### src/rtl/ula_pkg.sv
// Shared definitions for the ULA issue/writeback stage: instruction fields,
// FSM state encoding and the decoded-instruction record.
package ula_pkg;

  localparam int INSTR_W = 16;
  localparam int OPC_W   = 5;
  localparam int REG_AW  = 3;
  localparam int IMM_W   = 8;

  localparam int OPC_LSB = 11;
  localparam int RD_LSB  = 8;
  localparam int RA_LSB  = 5;
  localparam int RB_LSB  = 2;
  localparam int IMM_LSB = 0;

  localparam logic [OPC_W-1:0] OPC_LOADI = 5'b11111;

  typedef enum logic [1:0] {
    ST_IDLE   = 2'd0,
    ST_DECODE = 2'd1,
    ST_EXEC   = 2'd2,
    ST_WB     = 2'd3
  } state_t;

  typedef struct packed {
    logic [OPC_W-1:0]  opcode;
    logic [REG_AW-1:0] rd;
    logic [REG_AW-1:0] ra;
    logic [REG_AW-1:0] rb;
    logic [IMM_W-1:0]  imm;
  } instr_t;

  // The immediate overlaps ra/rb and the two reserved bits; both views are kept.
  function automatic instr_t decode_instr(input logic [INSTR_W-1:0] w);
    instr_t d;
    d.opcode = w[OPC_LSB +: OPC_W];
    d.rd     = w[RD_LSB +: REG_AW];
    d.ra     = w[RA_LSB +: REG_AW];
    d.rb     = w[RB_LSB +: REG_AW];
    d.imm    = w[IMM_LSB +: IMM_W];
    return d;
  endfunction

endpackage

### src/rtl/ula_banco_regs.sv
// Register bank: two combinational read ports, one synchronous write port,
// R0 hardwired to zero, asynchronous active-low clear of every entry.
module ula_banco_regs #(
  parameter int DW   = 16,
  parameter int NREG = 8,
  parameter int AW   = $clog2(NREG)
) (
  input  logic          clk,
  input  logic          rst_n,
  input  logic          we,
  input  logic [AW-1:0] waddr,
  input  logic [DW-1:0] wdata,
  input  logic [AW-1:0] raddr_a,
  output logic [DW-1:0] rdata_a,
  input  logic [AW-1:0] raddr_b,
  output logic [DW-1:0] rdata_b
);

  logic [DW-1:0] regs_q [NREG];
  logic [DW-1:0] regs_d [NREG];

  always_comb begin
    regs_d = regs_q;
    if (we && (waddr != '0)) begin
      regs_d[waddr] = wdata;
    end
  end

  always_ff @(posedge clk or negedge rst_n) begin
    if (!rst_n) begin
      for (int i = 0; i < NREG; i++) begin
        regs_q[i] <= '0;
      end
    end else begin
      regs_q <= regs_d;
    end
  end

  assign rdata_a = (raddr_a == '0) ? '0 : regs_q[raddr_a];
  assign rdata_b = (raddr_b == '0) ? '0 : regs_q[raddr_b];

endmodule

### src/rtl/ula_sequenciador.sv
// Issue/writeback sequencer in front of the ULA: IDLE -> DECODE -> EXEC -> WB.
// Optional condition flags (flag_zero/flag_neg) are built with ULA_SEQ_FLAGS_EN.
module ula_sequenciador
  import ula_pkg::*;
#(
  parameter int DW      = 16,
  parameter int NREG    = 8,
  parameter int ULA_LAT = 1
) (
  input  logic               clk,
  input  logic               rst_n,
  input  logic               instr_valid,
  output logic               instr_ready,
  input  logic [INSTR_W-1:0] instr,
  output logic [DW-1:0]      operandoA,
  output logic [DW-1:0]      operandoB,
  output logic [OPC_W-1:0]   controle,
  input  logic [DW-1:0]      resultadoOp,
  output logic               busy,
`ifdef ULA_SEQ_FLAGS_EN
  output logic               flag_zero,
  output logic               flag_neg,
`endif
  output logic               done,
  output state_t             state_dbg
);

  localparam int CNT_W = (ULA_LAT > 1) ? $clog2(ULA_LAT) : 1;
  localparam logic [CNT_W-1:0] CNT_LAST = CNT_W'(ULA_LAT - 1);

  state_t             state_q, state_d;
  instr_t             dec_q, dec_d;
  logic [CNT_W-1:0]   cnt_q, cnt_d;
  logic [DW-1:0]      res_q, res_d;
  logic [DW-1:0]      opa_q, opa_d;
  logic [DW-1:0]      opb_q, opb_d;
  logic [OPC_W-1:0]   ctl_q, ctl_d;
  logic               ready_q, ready_d;
  logic               busy_q, busy_d;
  logic               done_q, done_d;

  logic [DW-1:0]      rdata_a, rdata_b;
  logic               is_loadi;
  logic               accept;

  // Handshake: an instruction transfers on a rising edge where instr_valid and
  // instr_ready are both high; instr_valid is don't-care while instr_ready is low.
  assign accept   = instr_valid && ready_q;
  assign is_loadi = (dec_q.opcode == OPC_LOADI);

  ula_banco_regs #(
    .DW   (DW),
    .NREG (NREG)
  ) u_banco (
    .clk     (clk),
    .rst_n   (rst_n),
    .we      (state_q == ST_WB),
    .waddr   (dec_q.rd),
    .wdata   (res_q),
    .raddr_a (dec_q.ra),
    .rdata_a (rdata_a),
    .raddr_b (dec_q.rb),
    .rdata_b (rdata_b)
  );

  always_ff @(posedge clk or negedge rst_n) begin
    if (!rst_n) begin
      state_q <= ST_IDLE;
      dec_q   <= '0;
      cnt_q   <= '0;
      res_q   <= '0;
      opa_q   <= '0;
      opb_q   <= '0;
      ctl_q   <= '0;
      ready_q <= 1'b0;
      busy_q  <= 1'b0;
      done_q  <= 1'b0;
    end else begin
      state_q <= state_d;
      dec_q   <= dec_d;
      cnt_q   <= cnt_d;
      res_q   <= res_d;
      opa_q   <= opa_d;
      opb_q   <= opb_d;
      ctl_q   <= ctl_d;
      ready_q <= ready_d;
      busy_q  <= busy_d;
      done_q  <= done_d;
    end
  end

  always_comb begin
    state_d = state_q;
    case (state_q)
      ST_IDLE:   if (accept) state_d = ST_DECODE;
      ST_DECODE: state_d = is_loadi ? ST_WB : ST_EXEC;
      ST_EXEC:   if (cnt_q == CNT_LAST) state_d = ST_WB;
      ST_WB:     state_d = ST_IDLE;
      default:   state_d = ST_IDLE;
    endcase
  end

  // Handshake/status outputs are registered from the next state so they stay glitch-free.
  always_comb begin
    dec_d   = dec_q;
    cnt_d   = cnt_q;
    res_d   = res_q;
    opa_d   = opa_q;
    opb_d   = opb_q;
    ctl_d   = ctl_q;
    ready_d = (state_d == ST_IDLE);
    busy_d  = (state_d != ST_IDLE);
    done_d  = (state_d == ST_WB);
    case (state_q)
      ST_IDLE: begin
        if (accept) dec_d = decode_instr(instr);
      end
      ST_DECODE: begin
        cnt_d = '0;
        if (is_loadi) begin
          res_d = DW'(dec_q.imm);
        end else begin
          opa_d = rdata_a;
          opb_d = rdata_b;
          ctl_d = dec_q.opcode;
        end
      end
      ST_EXEC: begin
        cnt_d = cnt_q + CNT_W'(1);
        if (cnt_q == CNT_LAST) res_d = resultadoOp;
      end
      default: ;
    endcase
  end

  assign instr_ready = ready_q;
  assign busy        = busy_q;
  assign done        = done_q;
  assign operandoA   = opa_q;
  assign operandoB   = opb_q;
  assign controle    = ctl_q;
  assign state_dbg   = state_q;

`ifdef ULA_SEQ_FLAGS_EN
  logic zero_q, zero_d;
  logic neg_q, neg_d;

  // Flags follow every writeback, including discarded R0 writes and LOADI.
  always_comb begin
    zero_d = zero_q;
    neg_d  = neg_q;
    if (state_q == ST_WB) begin
      zero_d = (res_q == '0);
      neg_d  = res_q[DW-1];
    end
  end

  always_ff @(posedge clk or negedge rst_n) begin
    if (!rst_n) begin
      zero_q <= 1'b0;
      neg_q  <= 1'b0;
    end else begin
      zero_q <= zero_d;
      neg_q  <= neg_d;
    end
  end

  assign flag_zero = zero_q;
  assign flag_neg  = neg_q;
`endif

endmodule

### config.mk
export PLATFORM = sky130hd
export DESIGN_NAME = ula_sequenciador
export DESIGN_NICKNAME = d
export VERILOG_FILES = /design/src/rtl/ula_pkg.sv /design/src/rtl/ula_banco_regs.sv /design/src/rtl/ula_sequenciador.sv
export SDC_FILE = /design/constraint.sdc
export NUM_CORES = 1
export LEC_CHECK = 0
export CAP_MARGIN = 25
export CORE_ASPECT_RATIO = 0.9
export CORE_MARGIN = 8
export CORE_UTILIZATION = 40
export CTS_CLUSTER_DIAMETER = 40
export DETAILED_ROUTE_END_ITERATION = 8
export MAX_ROUTING_LAYER = met4
export PLACE_DENSITY_LB_ADDON = 0.25
export SYNTH_ARGS = -nofsm -noshare
export SYNTH_HDL_FRONTEND = slang
export SYNTH_HIERARCHICAL = 1
export SYNTH_SLANG_ARGS = --single-unit
### constraint.sdc
create_clock -name clk -period 2.5 [get_ports clk]
set_clock_uncertainty 0.05 [all_clocks]
set_input_delay 0.5 -clock clk [delete_from_list [all_inputs] [get_ports clk]]
set_output_delay 0.5 -clock clk [all_outputs]
set_load 0.01 [all_outputs]
# --- Word-level counts from Yosys, hierarchy flattened ---
# Index checks and enable logic that the tools add are counted.
word_totals:
  ff_bits: 209
  inputBits: 35
  out_inout_bits: 42
  elab_cells: 70
op_classes:
  add_sub_neg: 1
  order_cmp: 4
  n_eq_ne: 7
  mux: 19
  n_bitwise: 4
  reduce_logical: 13
ops:
  columns: ["operator", "n"]
  rows:
  - ["$mux 16", 9]
  - ["$bwmux 128", 1]
  - ["$bmux 16 s3", 2]
  - ["$demux 16 s3", 1]
  - ["$pmux 16 s2", 1]
  - ["$ge 4x4->1 const B", 3]
  - ["$not 3->4", 3]
  - ["$pmux 2 s4", 1]
  - ["$eq 2x2->1 const B", 3]
  - ["$logic_not 3->1", 2]
  - ["$eq 5x5->1 const B", 1]
  - ["$logic_not 2->1", 2]
  - ["$lt 4x1->1 const B", 1]
  - ["$mux 2", 2]
  - ["$ne 2x2->1 const B", 2]
  - ["$reduce_and 2->1", 2]
  - ["$reduce_bool 2->1", 2]
  - ["$logic_and 1x1->1", 3]
  - ["$reduce_and 3->1", 1]
  - ["$reduce_bool 3->1", 1]
  - ["$eq 2x1->1 const B", 1]
  - ["$pmux 1 s2", 1]
  - ["$add 1x1->1 const B", 1]
  - ["$mux 1", 1]
  - ["$not 1->1", 1]

# --- Longest topological paths before layout ---
# Gate-level depths: netlist of run 1.
depth:
  word_depth: 6
  ltp_mapped: 7
  depth_no_buf: 5

# --- Cells and area by module ---
# The synthesis of run 1 kept the hierarchy.
by_module_without_submodules:
  columns: ["module", "instances", "cells_per_inst", "area_per_inst_um2", "seq_area_each_um2"]
  rows:
  - ["ula_banco_regs", 1, 462, 6271.0, 2802.7]
  - ["ula_sequenciador", 1, 208, 3100.5, 1876.8]

# --- Worst setup path before layout of run 1 ---
# No wires, ideal clock.
synth_timing:
  path_kind: "reg2reg"
  start: "register state_q[0], in the netlist state_dbg[0]"
  end: "register res_q[6]"
  setup_ps: 125
  arrival_ps: 1942
  t_required_ps: 2325
  setup_slack_ps: 383
  stages_incl_launch_ff: 7
  path_buffers: 1
  period_less_slack_ps: 2117
  path_cell_list: "dfrtp_1 -> inv_1 -> ha_1 -> a21bo_1 -> a211oi_4 -> buf_8 -> mux2_4"
synth_between:
  elab_chain_len: 3
  word_cells_on_any_way: 7
  classes_between: "4 x eq/ne; 1 x mux; 2 x reduce/logical"
synth_lines:
  columns: ["item", "line_no", "text"]
  rows:
  - ["from (decl)", "ula_sequenciador.sv:31", "state_t state_q, state_d;"]
  - ["from (signal assigned)", "ula_sequenciador.sv:79", "state_q <= state_d;"]
  - ["$eq 2x1->1 or $eq 2x2->1 (tied branches)", "ula_sequenciador.sv:114", "case (state_q)"]
  - ["$ne 2x2->1 (no line) or $reduce_bool 2->1 (tied branches)", null, null]
  - ["$reduce_and 3->1 (no line)", null, null]
  - ["to (signal assigned)", "ula_sequenciador.sv:82", "res_q <= res_d;"]
  - ["to (decl)", "ula_sequenciador.sv:34", "logic [DW-1:0] res_q, res_d;"]
# Several ways; a longest one is shown, not always the timed one.
# A chain may end at the register's enable or synchronous reset.

# --- Worst setup path in the final report of run 1 ---
layout_timing:
  start: "register state_q[0], in the netlist state_dbg[0]"
  end: "register res_q[2]"
# The elaborated chain is that of the path after synthesis.

==> results.cfg, run 1 <==
[sta]
fin_crit_ps = 2180
finalMaxSlewViolations = 0
setup-tns-final_ps = 0
worst_slack_ps = 323
max_slew_margin_pct = 52.5
tightest_slew_ps = 709
hold_viol = 0
rsz0062_at_grt = false
max_freq_mhz = 459
finalCritPeriodShare_pct = 87.1
setup_viol = 0

[yosys]
synth.distinct_cells = 39
syn-cell-area_sq_um = 9370
synth.most_common_cell = dfrtp_1
yosys_warnings = 6
async_flop_share_pct = 100
yosysTopAreaCellShare_pct = 49.9
ys_seq_elements = 187
synth_common_cells = 187 x dfrtp_1, 186 x mux2_2, 57 x mux2i_1
syn_nets = 710
netlist.top_cell.by_area = dfrtp_1
ys.flop_type = dfrtp_1
synthCells = 670
synthTopCellsByArea = dfrtp_1 50%, mux2_2 22%, mux2i_1 6.1%
synth_edf_count = 0
synth-seq-area-share_pct = 49.9
syn_avg_cell_area_sq_um = 14.0

[routing]
avgRoutedWirePerCell_microns = 23.0
via_per_inst = 5.67
routed_wl_mm = 24.5
dr_total_vias = 6029
routed.top_layer = met4
route.met3.wl_mm = 1.25
wl_met2_mm = 11.7
remaining_drc_errors = 0
first_pass_iters = 5
ant_nets = 0
met1_length_mm = 11.1
drtIter0Drc = 287

[floorplan]
core_area_sq_um = 23200
initial_core_util_pct = 40.4
std_cell_rows = 53
die_w_microns = 177
pin_count = 77
die_h_microns = 161
die_area_sq_um = 28600

[grt]
grt_max_degree = 69
antenna_found_initial = 0
grt_pass1_wl_mm = 38.6
grt_pass1_vias = 6641
grt_overflow = 0
grt_usage_pct = 18.0

[worst_setup_path]
reg2reg_from = state_dbg[0]
required_ps = 2760
critical_path_class = reg -> reg
cp_max_fo = 12
cp_cell_sequence = inv_1 > ha_1 > a21bo_1 > a211oi_4 > buf_4 > mux2_2
cp-end-kind = register
critPathLaunch = state_dbg[0]
startpoint_type = register
critPathSlowestCell = dfrtp_1
slowest_delay_ps = 430
crit_arrival_ps = 2440
r2r_cells = 6

[pwr]
power_frac_comb_pct = 45.5
powerDensity_nw_per_um2 = 1340
clkPwrFrac_pct = 18.5
p_switching_uw = 5420
seqPwrFrac_pct = 36.0
p_int_uw = 9410
power.total_uw = 14800
ir_drop_mv = 0.770
switching_share_pct = 36.5
leakagePower_uw = 0.00495

[finish]
area_growth_pct = 18.1
fin_nets = 789
regArea_sq_um = 4680
final_core_util_pct = 47.7
multi_input_area_sq_um = 4250
antennaDiodeCount = 0
instances_no_fill = 1063
num-fill-cells = 2048
drive_gt1_share_pct = 37.8

[clocking]
cts_setup_buffers = 0
ctsLongestPathBuffers = 2
cts_hold_buffers = 0
cts_tree = done
cts_sinks = 187
cts_max_level = 4
cts-root-buf = clkbuf_16
cts_buffers = 17
cts_resized = 0
clock_latency_ps = 430
clk_pin_slew_ps = 70

[place]
gp_congestion = 0.799
port_buffers = 76
dp_cells = 1032
pre_cts_ws_ps = 337
dp_hpwl_mm = 15.6

[worst_hold_path]
worstHoldPathType = in -> async

[outcome]
status = finished clean

[flow_run]
drv_cap = 0
registers in the layout, summed over array words and instances (netlist names):
| name | cells |
|---|---|
| u_banco/regs_q | 112 |
| dec_q | 16 |
| operandoA | 16 |
| operandoB | 16 |
| res_q | 16 |
| controle | 5 |
| state_dbg | 2 |
| busy | 1 |
| cnt_q | 1 |
| done | 1 |
| instr_ready | 1 |
per-stage QoR:
stage	hold WS (ps)	instance area, sq um
floorplan	154	9370
global placement	431	10500
detailed placement	432	10500
CTS	63.9	11100
global route	66.5	11100
finish	33.1	11100
cell type report:
cell class / instances / share of cell area (%)
Timing Repair Buffer: 112 / 10.0
Inverter: 16 / 0.542
Clock buffer: 20 / 4.03
Clock inverter: 11 / 1.32
Multi-Input combinational cell: 415 / 38.4
Tap cell: 302 / 3.41
Sequential cell: 187 / 42.3
layout by cell type (no fill, tap or decap), types with 2 or more instances in the layout:
cell / instances
a211oi_1: 16
a21oi_1: 5
a221oi_1: 45
a311oi_1: 16
and2_1: 2
and4bb_1: 2
buf_12: 6
buf_4: 30
bufinv_16: 3
clkbuf_1: 2
clkbuf_16: 17
clkdlybuf4s50_1: 75
clkinv_2: 3
clkinv_4: 3
clkinvlp_4: 2
dfrtp_1: 185
dfrtp_2: 2
ha_1: 5
inv_1: 16
mux2_1: 2
mux2_2: 186
mux2_4: 22
mux2i_1: 57
nand2_1: 12
nand2b_1: 2
nand3_1: 3
nand4b_4: 3
nor2b_1: 22
final timing paths:
check | slack, ps | to
worst max-delay path | 320 | res_q[2]
worst min-delay path | 30 | u_banco/regs_q[104]
worst max register to register | 320 | res_q[2]
worst min register to register | 440 | operandoA[9]
max in group asynchronous | 1540 | u_banco/regs_q[93]
min in group clk | 440 | operandoA[9]
cell families after synthesis:
| kind of cell | Yosys count | synth area share, % |
|---|---|---|
| mux | 267 | 32.2 |
| simple gates | 52 | 4.05 |
| fa+ha+maj | 5 | 0.668 |
| buf+inv | 68 | 4.71 |
| flops | 187 | 49.9 |
| compound gates | 91 | 8.44 |
worst max-delay path: cells and delay by family, from the launching register on:
family | cells | cell delay, ps
buffers and inverters | 2 | 410
AO/OA/AOI/OAI | 2 | 390
flip-flops | 1 | 430
adder cells (fa/ha/maj) | 1 | 400
multiplexers | 1 | 370
power by group through the flow:
stage	Combinational (uW)	Sequential, uW	Clock, uW
3_5_place_dp	6790	5370	0
5_1_grt	7220	5510	2970
6_report	6750	5330	2750
3_3_place_gp	6630	5250	0
2_1_floorplan	4710	5130	0
4_1_cts	6810	5320	2820
layer usage:
| metal | GRT usage (%) | vias to the layer above |
|---|---|---|
| met5 | - | - |
| met3 | 4.25 | 25 |
| li1 | - | 2667 |
| met1 | 23.4 | 3170 |
| met4 | 4.47 | 0 |
| met2 | 28.1 | 167 |
Note: power is estimated with default switching activity, not from simulation.
==> run 2, diff against run 1 <==
ABC_CLOCK_PERIOD_IN_PS = 2500   (was not set)
CORE_UTILIZATION = 30   (was 40)
GPL_ROUTABILITY_DRIVEN = 0   (was not set)
==> run 2 against run 1 <==
Total power decreased by 0.89%. Via count fell by 1.9%. Count of clock-buffer cells in the layout decreased by 2. Non-clock buffer count stayed put. Design area up 1.3%. Core utilization is 11 points lower. Combinational power hardly changed. Final cell count rose by 10%. Setup slack improved by 52 ps. Critical endpoint is now res_q[5].
==> results.cfg, run 2 (synthesis gave the netlist of run 1 again) <==
[worst_setup_path]
reg2reg_from = state_dbg[0]
cp_cell_sequence = inv_1 > ha_1 > a21bo_1 > a211oi_4 > buf_12 > mux2_2
startpoint_type = register
critical_path_class = reg -> reg
crit_arrival_ps = 2400
r2r_cells = 6
r2r_end = res_q[5]
rrSetupSlack_ps = 370
cp-end-kind = register
critical-path-top-delay-family = compound AO/OA/AOI/OAI gates
cp_max_fo = 16
critPathSlowestCell = dfrtp_1
slowest_delay_ps = 410
cp_num_buf_inv = 2
required_ps = 2770

[clocking]
clk_pin_slew_ps = 70
cts_buffers = 17
cts_setup_buffers = 0
cts_max_level = 4
clock_latency_ps = 440
cts-root-buf = clkbuf_16
cts_tree = done
cts_sinks = 187
ctsLongestPathBuffers = 2

[floorplan]
std_cell_rows = 61
die_h_microns = 184
die_w_microns = 202
die_area_sq_um = 37200
initial_core_util_pct = 30.4
pin_count = 77
core_area_sq_um = 30800

[grt]
grt_usage_pct = 14.0
antenna_found_initial = 0
grt_pass1_wl_mm = 39.0
grt_pass1_vias = 6323
grt_overflow = 0
grt_max_degree = 53

[sta]
tightest_slew_ps = 888
finalCritPeriodShare_pct = 85.0
setup_viol = 0
rsz0062_at_grt = false
finalMaxSlewViolations = 0
max_freq_mhz = 471
fin_crit_ps = 2130
setup-tns-final_ps = 0
max_slew_margin_pct = 40.6
worst_slack_ps = 375
hold_viol = 0
timing.hold.ws_ps = 454

[routing]
met1_length_mm = 12.3
ant_nets = 0
routed_wl_mm = 24.7
remaining_drc_errors = 0
avgRoutedWirePerCell_microns = 21.1
route.met3.wl_mm = 1.12
routed.top_layer = met4
first_pass_iters = 4
via_per_inst = 5.05
drtIter0Drc = 380
wl_met2_mm = 11.1
dr_total_vias = 5915

[finish]
largest-register = u_banco/regs_q
drive_gt1_share_pct = 37.9
area_growth_pct = 19.6
largest_reg_flops = 112
final_common_cell = mux2_2
fin_nets = 789
final_core_util_pct = 36.4
num-fill-cells = 3016
antennaDiodeCount = 0
most-common-layout-cells = 186 x mux2_2, 185 x dfrtp_1, 75 x clkdlybuf4s50_1

[outcome]
status = finished clean

[place]
pre_cts_ws_ps = 383
port_buffers = 76
dp_hpwl_mm = 15.8

[pwr]
powerDensity_nw_per_um2 = 1310
leakagePower_uw = 0.00495
ir_drop_mv = 0.701

[worst_hold_path]
worstHoldPathType = reg -> reg
hp-start = operandoB[3]
whs_endpoint = operandoB[3]
holdPathStages = 1

[flow_run]
drv_cap = 0
## run 2: cell types whose count changed in the layout (fill, tap and decap cells not counted), moves of 2 or more
cell | previous run | this run
buf_12 | 6 | 10
buf_4 | 30 | 25
bufinv_16 | 3 | 0
clkinv_4 | 3 | 5
inv_6 | 0 | 3
inv_8 | 0 | 2
## run 2: worst max-delay path by stage
stage	cells after the start	slack (ps)	endpoint	startpoint
final	6	370	res_q[5]	state_dbg[0]
after global routing	4	280	operandoB[9]	dec_q[20]
after global placement	4	370	operandoA[7]	dec_q[17]
after floorplan	6	380	res_q[6]	state_dbg[0]
after CTS	6	360	res_q[4]	state_dbg[0]
after detailed placement	6	380	res_q[4]	state_dbg[0]
## run 2: where the power goes
part           switching, uW  internal (uW)  total (uW)
clock network           1270           1300        2570
registers               1140           4240        5380
logic                   3130           3610        6740
## run 2: cell type report
| cell class | instances | area [sq um] | share of cell area (%) |
|---|---|---|---|
| Sequential cell | 187 | 4680 | 41.8 |
| Multi-Input combinational cell | 415 | 4250 | 37.9 |
| Timing Repair Buffer | 112 | 1160 | 10.4 |
| Tap cell | 409 | 512 | 4.56 |
| Clock buffer | 18 | 429 | 3.83 |
| Clock inverter | 14 | 115 | 1.03 |
| Inverter | 16 | 60.1 | 0.536 |
## run 2: what timing repair did
item / 4_1_cts / 5_1_grt
hold endpoints to repair: 40 / 0
gates resized for setup: 0 / 0
hold buffers: 1 / 0
## run 2: per-stage QoR
step	std cells	total power [uW]	cell area, sq um
floorplan	670	9840	9370
global route	1171	15600	11200
CTS	1171	14900	11200
detailed placement	1138	12300	10700
global placement	1138	12200	10700
finish	1171	14700	11200
## run 2: layer usage
metal	vias to the layer above	global-route usage [%]
met5	-	-
met4	0	3.30
met3	15	3.14
met2	134	20.9
met1	3088	19.1
li1	2678	-
